## config.mk

```make
export PLATFORM = sky130hd
export DESIGN_NAME = inst_fetch_queue
export DESIGN_NICKNAME = d
export VERILOG_FILES = /design/src/rtl/inst_fetch_queue.sv
export SDC_FILE = /design/constraint.sdc
export NUM_CORES = 1
export LEC_CHECK = 0
export BUFFER_PORTS_ARGS = -buffer_cell sky130_fd_sc_hd__buf_4
export CAP_MARGIN = 20
export CORE_UTILIZATION = 59
export CTS_CLUSTER_SIZE = 20
export DETAILED_ROUTE_END_ITERATION = 8
export HOLD_SLACK_MARGIN = 0.15
export PLACE_DENSITY_LB_ADDON = 0.1
export RECOVER_POWER = 25
export SETUP_SLACK_MARGIN = 0.05
export SKIP_CTS_REPAIR_TIMING = 1
export SYNTH_ARGS = -nofsm -noshare
export SYNTH_HDL_FRONTEND = slang
export SYNTH_SLANG_ARGS = --single-unit
```

## constraint.sdc

```tcl
create_clock -name clk -period 11 [get_ports clk]
set_input_delay 2.2 -clock clk [delete_from_list [all_inputs] [get_ports clk]]
set_output_delay 2.2 -clock clk [all_outputs]
set_load 0.005 [all_outputs]
```

## src/rtl/inst_fetch_queue.sv

```systemverilog
// Instruction fetch queue: circular buffer of {adel, pc, instr} between the I-cache return path and decode.
// Latency: a pushed word reaches the head one cycle later (no bypass); head is first-word fall-through.
// Backpressure: full/almost_full advise fetch to stop; a push while full is dropped, a pop while empty is ignored.
module inst_fetch_queue #(
  parameter int DEPTH    = 8,  // power of two, at least 2
  parameter int AF_LEVEL = 6
) (
  input  logic                     clk,
  input  logic                     rst,
  input  logic                     flush,
  input  logic                     push_valid,
  input  logic [31:0]              push_pc,
  input  logic [31:0]              push_instr,
  input  logic                     push_adel,
  output logic                     full,
  output logic                     almost_full,
  input  logic                     pop,
  output logic                     instrD_valid,
  output logic [31:0]              instrD,
  output logic [31:0]              pcD,
  output logic                     adelD,
  output logic [$clog2(DEPTH):0]   count
);

  localparam int PW = $clog2(DEPTH);
  localparam int CW = PW + 1;

  // pc, instr and adel are stored as one word so they can never drift apart
  typedef struct packed {
    logic        adel;
    logic [31:0] pc;
    logic [31:0] instr;
  } entry_t;

  entry_t        mem_q [DEPTH];
  entry_t        mem_d [DEPTH];
  logic [PW-1:0] rd_ptr_q, rd_ptr_d;
  logic [PW-1:0] wr_ptr_q, wr_ptr_d;
  logic [CW-1:0] count_q, count_d;

  logic          push_acc;
  logic          pop_eff;
  entry_t        head;

  // Status and head outputs come straight from registered state
  always_comb begin
    full         = (count_q == CW'(DEPTH));
    almost_full  = (count_q >= CW'(AF_LEVEL));
    instrD_valid = (count_q != '0);
    count        = count_q;
    head         = mem_q[rd_ptr_q];
    instrD       = instrD_valid ? head.instr : 32'h0;
    pcD          = instrD_valid ? head.pc    : 32'h0;
    adelD        = instrD_valid ? head.adel  : 1'b0;
  end

  // Handshake qualification: full is the registered value, so a pop never frees room for a same-cycle push
  always_comb begin
    push_acc = push_valid && !full;
    pop_eff  = pop && instrD_valid;
  end

  // Next pointer/occupancy; flush empties the queue and overrides push and pop
  always_comb begin
    rd_ptr_d = rd_ptr_q;
    wr_ptr_d = wr_ptr_q;
    count_d  = count_q;
    if (flush) begin
      rd_ptr_d = '0;
      wr_ptr_d = '0;
      count_d  = '0;
    end else begin
      if (push_acc) wr_ptr_d = wr_ptr_q + PW'(1);
      if (pop_eff)  rd_ptr_d = rd_ptr_q + PW'(1);
      case ({push_acc, pop_eff})
        2'b10:   count_d = count_q + CW'(1);
        2'b01:   count_d = count_q - CW'(1);
        default: count_d = count_q;
      endcase
    end
  end

  // Storage write: an accepted push lands at wr_ptr unless a flush discards it
  always_comb begin
    mem_d = mem_q;
    if (push_acc && !flush) begin
      mem_d[wr_ptr_q] = '{adel: push_adel, pc: push_pc, instr: push_instr};
    end
  end

  // Control state register; reset wins over everything
  always_ff @(posedge clk) begin
    if (rst) begin
      rd_ptr_q <= '0;
      wr_ptr_q <= '0;
      count_q  <= '0;
    end else begin
      rd_ptr_q <= rd_ptr_d;
      wr_ptr_q <= wr_ptr_d;
      count_q  <= count_d;
    end
  end

  // Entry storage is never reset; count gates what is visible
  always_ff @(posedge clk) begin
    mem_q <= mem_d;
  end

endmodule
```

==> flow_summary.rst, run 1 <==
.. list-table::
   :header-rows: 1

   * - Metric
     - Value
   * - Number of nets in the synthesized netlist
     - 980
   * - Layout Cell Area excl Fill
     - 23300 µm²
   * - Placement Rows
     - 67
   * - Final weighted congestion in routability-driven placement
     - 0.726
   * - Top Family by Delay on Critical Path
     - buffers and inverters
   * - Worst reg2reg path depth
     - 4
   * - Wirelength, routed
     - 37300 µm
   * - Crit path arrival time
     - 3.39 ns
   * - Worst-Skew Late Latency
     - 0.55 ns
   * - Maximum number of pins on one net before global-route repair
     - 123
   * - Gate Count Post-Synth
     - 904
   * - Outcome
     - finished, final reports clean
   * - Count of buffers inserted at the top-level ports
     - 141
   * - Placed standard-cell area
     - 21800 µm²
   * - Total placed cells including tap cells
     - 1457
   * - Worst Hold Endpoint
     - wr_ptr_q[1]
   * - Highest fanout seen on the critical path
     - 67
   * - Max stage delay cell, worst path
     - dfxtp_4
   * - Capture instance of the worst register-to-register path
     - mem_q[60]
   * - Worst Max-Slew Pin Slew
     - 1.05 ns
   * - Final Non-Filler Cells
     - 1548
   * - CP max stage delay
     - 1.00 ns
   * - Average wire per cell in the routed design
     - 24.1 µm
   * - Post-synthesis sequential area ratio
     - 77.8%
   * - Number of I/O pins
     - 142
   * - Maximum VDD drop
     - 0.124 mV
   * - Vias in the first global route
     - 9751
   * - Die width
     - 188 µm
   * - Number of nets in the finished design
     - 1138
   * - Sequential Power Share
     - 55.3%
   * - Number of hold-slack violations in the final timing report
     - 0
   * - Clock tree skew after final layout
     - 0.0125 ns
   * - Clk network pwr share
     - 40.9%
   * - Critical Path Most Common Cell
     - buf_4
   * - Setup WS pre-CTS
     - 5.89 ns
   * - Overall overflow remaining after global route
     - 0
   * - Detailed-placement wirelength estimate
     - 18600 µm
   * - Worst slew margin relative to its limit
     - 30.1%
   * - Hold Path Class
     - reg -> reg
   * - Drt via density
     - 5.93
   * - Kind of start point of the critical path
     - flop
   * - Drc violations
     - 0
   * - Number of buffers created by CTS
     - 51
   * - Number of DRC markers after the initial detailed-route iteration
     - 610
   * - Length of the first detailed-routing pass in iterations
     - 5
   * - Design internal power
     - 3.27 mW
   * - Post-Route Utilization
     - 69.0%
   * - Worst-path cell chain
     - buf_4 > mux4_2 > mux2i_1 > nor2_1 > buf_4
   * - Comb pwr share
     - 3.8%
   * - Standard cell core area
     - 33700 µm²
   * - ANT cells
     - 0
   * - Die Outline Area
     - 35200 µm²
   * - Fill cell instance count of the final layout
     - 2181
   * - Count of different cell masters after synthesis
     - 30
   * - Net switching power
     - 0.780 mW
   * - Sw Share
     - 19.3%
   * - Footprint of the flip-flops and latches
     - 15800 µm²
   * - Total Negative Setup Slacks
     - 0 ns
   * - Hold Path Origin
     - wr_ptr_q[1]
   * - Required time of the critical path
     - 8.80 ns
   * - Final period demand of the worst path
     - 5.59 ns
   * - Count of maximum capacitance violations
     - 0
   * - Number of endpoints failing setup at the final stage
     - 0
   * - Clock sink total
     - 530
   * - Overall via count from detail_route
     - 9185
   * - Clock tree from TritonCTS
     - done
   * - Routed Antenna Nets
     - 0
   * - Worst hold path cell count
     - 2
   * - Clock edge transition at the registers on the reported setup and hold paths
     - 0.06 ns
   * - Buffers & Inverters on Critical Path
     - 2
   * - Root Buffer
     - clkbuf_16
   * - Synth Register Bits
     - 530
   * - Cell type with the highest aggregate area in the netlist
     - edfxtp_1
   * - Beginning of the worst register-to-register path
     - count[1]
   * - Minimum setup slack in the final design
     - 5.41 ns
   * - Fin Hold WS
     - 0.527 ns
   * - Warnings from Yosys
     - 0
   * - Wire length of the first global-routing pass
     - 57700 µm
   * - Setup repair after global routing missed its margin
     - false
   * - Area grow syn2layout
     - 14.4%
   * - Netlist Area Pre-Place
     - 20300 µm²
   * - Clock H-tree levels
     - 2
   * - Element type at the critical path end
     - output pin
   * - Power Density
     - 174 nW/µm²
   * - Die outline height
     - 188 µm
   * - Number of antenna violations at the first check in global routing
     - 0
   * - Largest cells by area after synthesis
     - edfxtp_1, mux4_2, mux2i_1, nor2_1, dfxtp_1
   * - Maximum clock path buffer count
     - 3
   * - Leakage power of the design
     - 7.25 nW
   * - Initial Util
     - 60.3%
   * - Mean Syn Cell Area
     - 22.5 µm²
   * - Fraction of final layout cells sized beyond drive strength 1
     - 29.5%
   * - Register-to-register setup slack
     - 7.82 ns
   * - Count of final max-slew check failures
     - 0
   * - Overall track demand over capacity in global routing
     - 22.0%
   * - Maximum clock rate
     - 179 MHz
   * - Post-route clock period utilization
     - 50.9%
   * - Critical path start-end classification
     - reg -> out
   * - Area share of the largest cell type after synthesis
     - 76.8%
   * - Area used by multi-input combinational logic
     - 4270 µm²
   * - Overall power consumption
     - 4.05 mW
[placed cells by master, fill, tap and decap left out, types with 7 or more instances in the layout]
master     netlist  final
mux4_2         130    130
clkbuf_1        18     55
dfxtp_1         10      7
clkbuf_16        0     53
buf_4            0    107
clkinv_2         0     14
clkinv_1         0     10
edfxtp_1       520    520
nor2_1          83     79
mux2i_1         66     66
[kinds of logic after synthesis]
group	Yosys count	share of synthesized area, %
compound gates	8	0.234
fa+ha+maj	6	0.406
buf+inv	54	1.50
simple gates	104	2.15
xor+xnor	6	0.259
flops	530	77.8
mux	196	17.7
[area by class of cell]
| type | instances | share of cell area [%] |
|---|---|---|
| Timing Repair Buffer | 154 | 4.28 |
| Multi-Input combinational cell | 320 | 18.3 |
| Clock buffer | 62 | 5.85 |
| Inverter | 5 | 0.0807 |
| Sequential cell | 530 | 68.0 |
| Clock inverter | 29 | 1.01 |
| Tap cell | 448 | 2.41 |
[layer usage]
layer | GRT usage, % | wire (µm) | vias up
met3 | 4.15 | 2400 | 48
met2 | 35.0 | 18200 | 255
li1 | - | - | 4056
met5 | 0 | 0 | -
met4 | 4.25 | 474 | 0
met1 | 32.6 | 16300 | 4826
[synthesized netlist by cell type, drive strengths merged]
cell / instances
o31ai: 1
a21oi: 4
o21ai: 1
dfxtp: 10
a21o: 1
nand2: 5
xnor2: 1
and4b: 1
mux4: 130
or3: 1
and2: 1
nor2: 83
clkbuf: 18
inv: 5
or4b: 1
fa: 1
nor4: 1
or2: 1
a211oi: 1
xor2: 5
mux2i: 66
nand3: 5
ha: 5
nand3b: 1
edfxtp: 520
buf: 31
nor3: 4
[power by group through the flow]
stage / sequential [mW] / clock (mW) / combinational, mW
after floorplan: 2.28 / 0 / 0.0746
after global placement: 2.28 / 0 / 0.160
after detailed placement: 2.28 / 0 / 0.163
after CTS: 2.24 / 1.69 / 0.163
after global routing: 2.24 / 1.77 / 0.168
final: 2.24 / 1.66 / 0.152
[worst register-to-register path, cell delays in order (launching register included)]
cell and delay, ns:
dfxtp_1 0.51, or4b_1 0.28, nand3_1 0.34, nor2_4 0.88, buf_4 0.79
[flip-flops by register name, indices dropped and copies added (netlist names)]
| name | cells |
|---|---|
| count | 4 |
| mem_q | 520 |
| rd_ptr_q | 3 |
| wr_ptr_q | 3 |
[how the worst max path moves through the flow]
stage                startpoint    endpoint  cells past startpoint
floorplan                 flush  mem_q[455]                      2
global placement    rd_ptr_q[1]   instrD[5]                      5
detailed placement  rd_ptr_q[1]   instrD[5]                      5
CTS                 rd_ptr_q[1]   instrD[5]                      5
global route        rd_ptr_q[1]   instrD[5]                      5
finish              rd_ptr_q[1]   instrD[5]                      5
Power figures use the tool's default switching activity.
==> run 2: changes to the inputs <==
--- a/config.mk
+++ b/config.mk
@@ -7,7 +7,7 @@
 export LEC_CHECK = 0
 export BUFFER_PORTS_ARGS = -buffer_cell sky130_fd_sc_hd__buf_4
 export CAP_MARGIN = 20
-export CORE_UTILIZATION = 59
+export CORE_UTILIZATION = 54
 export CTS_CLUSTER_SIZE = 20
 export DETAILED_ROUTE_END_ITERATION = 8
 export HOLD_SLACK_MARGIN = 0.15
==> constraint.sdc (replaced) <==
create_clock -name clk -period 5.1 [get_ports clk]
set_input_delay 1.02 -clock clk [delete_from_list [all_inputs] [get_ports clk]]
set_output_delay 1.02 -clock clk [all_outputs]
set_load 0.005 [all_outputs]
==> flow_summary.rst, run 2 (synthesis results as in run 1) <==
.. list-table::
   :header-rows: 1

   * - Metric
     - Value
   * - Outcome
     - finished, final reports clean
   * - Routed Antenna Nets
     - 0 (unchanged)
   * - Length of the first detailed-routing pass in iterations
     - 5 (unchanged)
   * - Highest fanout seen on the critical path
     - 29 (-57%)
   * - Standard cell core area
     - 36800 µm² (+9.2%)
   * - Flip-flop count of the largest register after layout
     - 520 (unchanged)
   * - Number of endpoints failing setup at the final stage
     - 0 (unchanged)
   * - Worst Max-Slew Pin Slew
     - 0.996 ns (-0.0527 ns)
   * - Maximum clock rate
     - 262 MHz
   * - Maximum VDD drop
     - 0.255 mV (+110%)
   * - Beginning of the worst register-to-register path
     - count[0]
   * - Drc violations
     - 0 (unchanged)
   * - Total Negative Setup Slacks
     - 0 ns (unchanged)
   * - Hold Path Class
     - reg -> reg
   * - Overall track demand over capacity in global routing
     - 20.9% (-1.0 points)
   * - Clock tree from TritonCTS
     - done
   * - Max stage delay cell, worst path
     - dfxtp_4
   * - Leakage power of the design
     - 7.30 nW (+0.78%)
   * - Number of nets in the finished design
     - 1148 (+0.88%)
   * - Placement Rows
     - 70 (+4.5%)
   * - CP max stage delay
     - 0.74 ns (-0.26 ns)
   * - Number of DRC markers after the initial detailed-route iteration
     - 534 (-12%)
   * - Clock H-tree levels
     - 2 (unchanged)
   * - Wire length of the first global-routing pass
     - 59000 µm (+2.3%)
   * - Post-route clock period utilization
     - 74.8%
   * - Final period demand of the worst path
     - 3.81 ns
   * - Count of maximum capacitance violations
     - 0 (unchanged)
   * - Clock sink total
     - 530 (unchanged)
   * - Final weighted congestion in routability-driven placement
     - 0.707 (-2.7%)
   * - Worst-Skew Late Latency
     - 0.56 ns (about the same)
   * - Clock tree skew after final layout
     - 0.0192 ns (+0.00677 ns)
   * - Top Family by Delay on Critical Path
     - flip-flops
   * - Drt via density
     - 5.84 (-1.5%)
   * - Minimum setup slack in the final design
     - 1.29 ns (-4.12 ns)
   * - Average wire per cell in the routed design
     - 24.4 µm (+1.3%)
   * - Register-to-register setup slack
     - 2.37 ns (-5.45 ns)
   * - Critical path start-end classification
     - reg -> out
   * - Vias in the first global route
     - 9807 (+0.57%)
   * - Worst slew margin relative to its limit
     - 33.6% (+3.5 points)
   * - Worst-path cell chain
     - buf_4 > mux4_2 > mux2i_1 > nor2_1 > buf_4
   * - Count of final max-slew check failures
     - 0 (unchanged)
   * - Number of I/O pins
     - 142 (unchanged)
   * - Kind of start point of the critical path
     - flop
   * - Fraction of final layout cells sized beyond drive strength 1
     - 29.7% (+0.12 points)
   * - Maximum clock path buffer count
     - 3 (unchanged)
   * - Wirelength, routed
     - 38500 µm (+3.3%)
   * - Highest-count cells in the layout ignoring fill and taps
     - edfxtp_1, mux4_2, buf_4, nor2_1, mux2i_1
   * - Footprint of the flip-flops and latches
     - 15800 µm² (unchanged)
   * - Capture instance of the worst register-to-register path
     - count[3]
   * - Overall via count from detail_route
     - 9220 (+0.38%)
   * - Element type at the critical path end
     - output pin
   * - Critical Path Most Common Cell
     - buf_4
   * - Root Buffer
     - clkbuf_16
   * - Fill cell instance count of the final layout
     - 2532 (+16%)
   * - Worst reg2reg path depth
     - 10 (+6)
   * - Register name with the most flops
     - mem_q
   * - Overall overflow remaining after global route
     - 0 (unchanged)
   * - Detailed-placement wirelength estimate
     - 20400 µm (+9.5%)
   * - Placed standard-cell area
     - 22000 µm² (+0.80%)
   * - Total placed cells including tap cells
     - 1486 (+2.0%)
   * - Final Non-Filler Cells
     - 1578 (+1.9%)
   * - Die outline height
     - 196 µm (+4.5%)
   * - Hold Path Origin
     - wr_ptr_q[1]
   * - Area grow syn2layout
     - 15.3%
   * - Power Density
     - 373 nW/µm² (+110%)
   * - Initial Util
     - 55.3% (-5.1 points)
   * - Required time of the critical path
     - 4.08 ns (-4.72 ns)
   * - Clock edge transition at the registers on the reported setup and hold paths
     - 0.06 ns (about the same)
   * - Buffers & Inverters on Critical Path
     - 2 (unchanged)
   * - Fin Hold WS
     - 0.549 ns (+0.0217 ns)
   * - Worst hold path cell count
     - 2 (unchanged)
   * - Area used by multi-input combinational logic
     - 4270 µm² (+0.15%)
   * - Number of hold-slack violations in the final timing report
     - 0 (unchanged)
   * - Die Outline Area
     - 38400 µm² (+9.2%)
   * - Maximum number of pins on one net before global-route repair
     - 58 (-53%)
   * - Setup repair after global routing missed its margin
     - false
   * - Die width
     - 196 µm (+4.5%)
   * - Count of buffers inserted at the top-level ports
     - 141 (unchanged)
   * - Number of antenna violations at the first check in global routing
     - 2 (+2)
   * - Overall power consumption
     - 8.75 mW (+120%)
   * - Number of buffers created by CTS
     - 52 (+2.0%)
   * - Setup WS pre-CTS
     - 1.78 ns (-4.11 ns)
   * - Worst Hold Endpoint
     - wr_ptr_q[1]
   * - Post-Route Utilization
     - 63.7% (-5.3 points)
   * - Layout Cell Area excl Fill
     - 23400 µm² (+0.73%)
   * - Most common cell after layout, fill and taps aside
     - edfxtp_1
   * - Crit path arrival time
     - 2.79 ns (-0.60 ns)
[run 2: layout make-up]
type | instances | area share, %
clock inverters | 26 | 0.913
clock buffers | 65 | 5.85
diodes | 1 | 0.0107
multi-input cells | 320 | 18.2
repair buffers | 163 | 4.87
inverters | 5 | 0.0801
well taps | 468 | 2.50
flip-flops and latches | 530 | 67.5
[run 2: metal layers]
metal	vias up	global-route usage (%)	part of all wire [%]
li1	4071	-	-
met1	4881	30.5	45
met2	209	33.2	49
met3	55	3.92	4.8
met4	4	5.21	1.6
met5	-	0	0.062
[run 2: tightest hold or removal path, stage by stage (launching register included)]
cell	delay [ns]
dfxtp_1	0.36
nand2_1	0.08
a21oi_1	0.06
[run 2: how the worst max path moves through the flow]
stage | from | end | cells after the start
6_report | rd_ptr_q[0] | instrD[9] | 5
5_1_grt | rd_ptr_q[0] | instrD[9] | 5
4_1_cts | rd_ptr_q[0] | instrD[9] | 5
3_5_place_dp | rd_ptr_q[0] | instrD[9] | 5
3_3_place_gp | rd_ptr_q[0] | instrD[9] | 5
2_1_floorplan | push_valid | mem_q[325] | 2
[run 2: report_power, final]
group          total [mW]  switching (mW)  internal [mW]
clock network        3.58            1.49           2.09
logic               0.334           0.185          0.148
registers            4.83          0.0148           4.82
total                8.75            1.69           7.06
==> run 3: changes to the inputs <==
--- a/config.mk
+++ b/config.mk
@@ -7,7 +7,7 @@
 export LEC_CHECK = 0
 export BUFFER_PORTS_ARGS = -buffer_cell sky130_fd_sc_hd__buf_4
 export CAP_MARGIN = 20
-export CORE_UTILIZATION = 54
+export CORE_UTILIZATION = 59
 export CTS_CLUSTER_SIZE = 20
 export DETAILED_ROUTE_END_ITERATION = 8
 export HOLD_SLACK_MARGIN = 0.15
==> constraint.sdc (replaced) <==
create_clock -name clk -period 3.6 [get_ports clk]
set_input_delay 0.72 -clock clk [delete_from_list [all_inputs] [get_ports clk]]
set_output_delay 0.72 -clock clk [all_outputs]
set_load 0.005 [all_outputs]
==> flow_summary.rst, run 3 (synthesis results as in run 1) <==
.. list-table::
   :header-rows: 1

   * - Metric
     - Value
   * - Outcome
     - finished, final reports clean
   * - Total placed cells including tap cells
     - 1471 (-1.0%)
   * - Worst Hold Endpoint
     - mem_q[339]
   * - Final Non-Filler Cells
     - 1570 (-0.51%)
   * - Beginning of the worst register-to-register path
     - count[0]
   * - Beginning of the critical path
     - rd_ptr_q[0]
   * - Leakage power of the design
     - 7.36 nW (+0.72%)
   * - Overall overflow remaining after global route
     - 0 (unchanged)
   * - Flip-flop count of the largest register after layout
     - 520 (unchanged)
   * - Required time of the critical path
     - 2.88 ns (-1.20 ns)
   * - Detailed-placement wirelength estimate
     - 19500 µm (-4.3%)
   * - Number of buffers created by CTS
     - 52 (unchanged)
   * - Length of the first detailed-routing pass in iterations
     - 4 (-1)
   * - Number of nets in the finished design
     - 1153 (+0.44%)
   * - Capture instance of the worst register-to-register path
     - count[3]
   * - Placed standard-cell area
     - 22100 µm² (+0.31%)
   * - Area used by multi-input combinational logic
     - 4290 µm² (+0.44%)
   * - Drc violations
     - 0 (unchanged)
   * - Footprint of the flip-flops and latches
     - 15800 µm² (unchanged)
   * - Maximum number of pins on one net before global-route repair
     - 66 (+14%)
   * - Worst hold path cell count
     - 1 (-1)
   * - Setup repair after global routing missed its margin
     - false
   * - Vias in the first global route
     - 9653 (-1.6%)
   * - Number of hold-slack violations in the final timing report
     - 0 (unchanged)
   * - Clock tree skew after final layout
     - 0.0317 ns (+0.0125 ns)
   * - Maximum VDD drop
     - 0.408 mV (+60%)
   * - Number of DRC markers after the initial detailed-route iteration
     - 746 (+40%)
   * - Highest-count cells in the layout ignoring fill and taps
     - edfxtp_1, mux4_2, buf_4, nor2_1, mux2i_1
   * - Hold Path Origin
     - push_instr[14]
   * - Average wire per cell in the routed design
     - 24.2 µm (-1.0%)
   * - Worst reg2reg path depth
     - 8 (-2)
   * - Die outline height
     - 188 µm (-4.3%)
   * - Number of endpoints failing setup at the final stage
     - 0 (unchanged)
   * - Final period demand of the worst path
     - 3.27 ns
   * - Worst slew margin relative to its limit
     - 46.0% (+12 points)
   * - Clock sink total
     - 530 (unchanged)
   * - Crit path arrival time
     - 2.55 ns (-0.24 ns)
   * - Register-to-register setup slack
     - 0.96 ns (-1.41 ns)
   * - Routed Antenna Nets
     - 0 (unchanged)
   * - Die width
     - 188 µm (-4.3%)
   * - Hold Path Class
     - in -> reg
   * - Number of I/O pins
     - 142 (unchanged)
   * - Placement Rows
     - 67 (-4.3%)
   * - Count of maximum capacitance violations
     - 0 (unchanged)
   * - Wire length of the first global-routing pass
     - 57800 µm (-2.0%)
   * - Area grow syn2layout
     - 15.7%
   * - Minimum setup slack in the final design
     - 0.326 ns (-0.959 ns)
   * - Overall via count from detail_route
     - 9358 (+1.5%)
   * - CP max stage delay
     - 0.62 ns (-0.12 ns)
   * - Post-route clock period utilization
     - 90.9%
   * - Wirelength, routed
     - 37900 µm (-1.5%)
   * - Worst-Skew Late Latency
     - 0.58 ns (+0.02 ns)
   * - Count of final max-slew check failures
     - 0 (unchanged)
   * - Worst-path cell chain
     - buf_12 > mux4_2 > mux2i_1 > nor2_1 > buf_4
   * - Register name with the most flops
     - mem_q
   * - Final weighted congestion in routability-driven placement
     - 0.693 (-1.9%)
   * - Fraction of final layout cells sized beyond drive strength 1
     - 30.8% (+1.1 points)
   * - Count of buffers inserted at the top-level ports
     - 141 (unchanged)
   * - Number of antenna violations at the first check in global routing
     - 3 (+1)
   * - Root Buffer
     - clkbuf_16
   * - Clock edge transition at the registers on the reported setup and hold paths
     - 0.06 ns (about the same)
   * - Power Density
     - 525 nW/µm² (+41%)
   * - Worst Max-Slew Pin Slew
     - 0.810 ns (-0.186 ns)
   * - Setup WS pre-CTS
     - 0.887 ns (-0.894 ns)
   * - Overall track demand over capacity in global routing
     - 22.2% (+1.3 points)
   * - Clock tree from TritonCTS
     - done
   * - Maximum clock path buffer count
     - 3 (unchanged)
   * - Critical path start-end classification
     - reg -> out
   * - Standard cell core area
     - 33700 µm² (-8.4%)
   * - Element type at the critical path end
     - output pin
   * - Most common cell after layout, fill and taps aside
     - edfxtp_1
   * - Max stage delay cell, worst path
     - dfxtp_4
   * - Fill cell instance count of the final layout
     - 2128 (-16%)
   * - Initial Util
     - 60.3% (+5.1 points)
   * - Maximum clock rate
     - 305 MHz
   * - Kind of start point of the critical path
     - flop
   * - Layout Cell Area excl Fill
     - 23500 µm² (+0.40%)
   * - Post-Route Utilization
     - 69.8% (+6.1 points)
   * - Highest fanout seen on the critical path
     - 34 (+17%)
   * - Drt via density
     - 5.96 (+2.0%)
   * - Die Outline Area
     - 35200 µm² (-8.4%)
   * - Clock H-tree levels
     - 2 (unchanged)
   * - Overall power consumption
     - 12.4 mW (+41%)
==> run 3: cell types whose count changed in the layout (fill, tap and decap cells not counted), moves of 2 or more <==
cell / delta
buf_4: +6
clkbuf_1: -4
clkbuf_8: +4
buf_12: +3
bufinv_16: -3
inv_6: +3
nor3_2: -3
nor3_4: +3
clkinv_2: +2
==> run 3: worst max path at each step <==
| stage | endpoint | slack (ns) | depth (start not counted) |
|---|---|---|---|
| 4_1_cts | instrD[28] | 0.24 | 5 |
| 5_1_grt | pcD[6] | 0.19 | 5 |
| 2_1_floorplan | mem_q[0] | -0.56 | 4 |
| 6_report | instrD[28] | 0.33 | 5 |
| 3_5_place_dp | instrD[28] | 0.89 | 5 |
| 3_3_place_gp | pcD[6] | 0.88 | 5 |
==> run 3: layout make-up <==
cell class,count,area share (%)
Antenna cell,1,0.0106
Clock buffer,69,6.06
Clock inverter,29,0.713
Inverter,5,0.0798
Multi-Input combinational cell,320,18.2
Sequential cell,530,67.3
Tap cell,448,2.38
Timing Repair Buffer,168,5.24
==> run 3: per-layer routing <==
metal / track usage (%) / share of wire [%] / vias up
met5: 0 / 0.079 / -
met4: 5.85 / 1.7 / 4
met3: 3.91 / 5.0 / 56
met2: 34.5 / 49 / 264
met1: 33.2 / 45 / 4942
li1: - / - / 4092
==> run 3: stage by stage <==
stage | setup TNS, ns | hold WS (ns)
floorplan | -201.30 | 0.487
global placement | 0 | 0.513
detailed placement | 0 | 0.508
CTS | 0 | 0.351
global route | 0 | 0.379
finish | 0 | 0.396
==> run 3: power by group <==
group	total (mW)	internal, mW	switching [mW]
sequential	6.85	6.83	0.0189
clock	5.03	2.85	2.18
combinational	0.481	0.216	0.266
==> run 3: critical path: cells and delay by family, from the launching register on <==
kind                   cells  cell delay [ns]
muxes                      2             0.80
DFF                        1             0.62
and+or+nand+nor            1             0.07
buffers and inverters      2             0.49
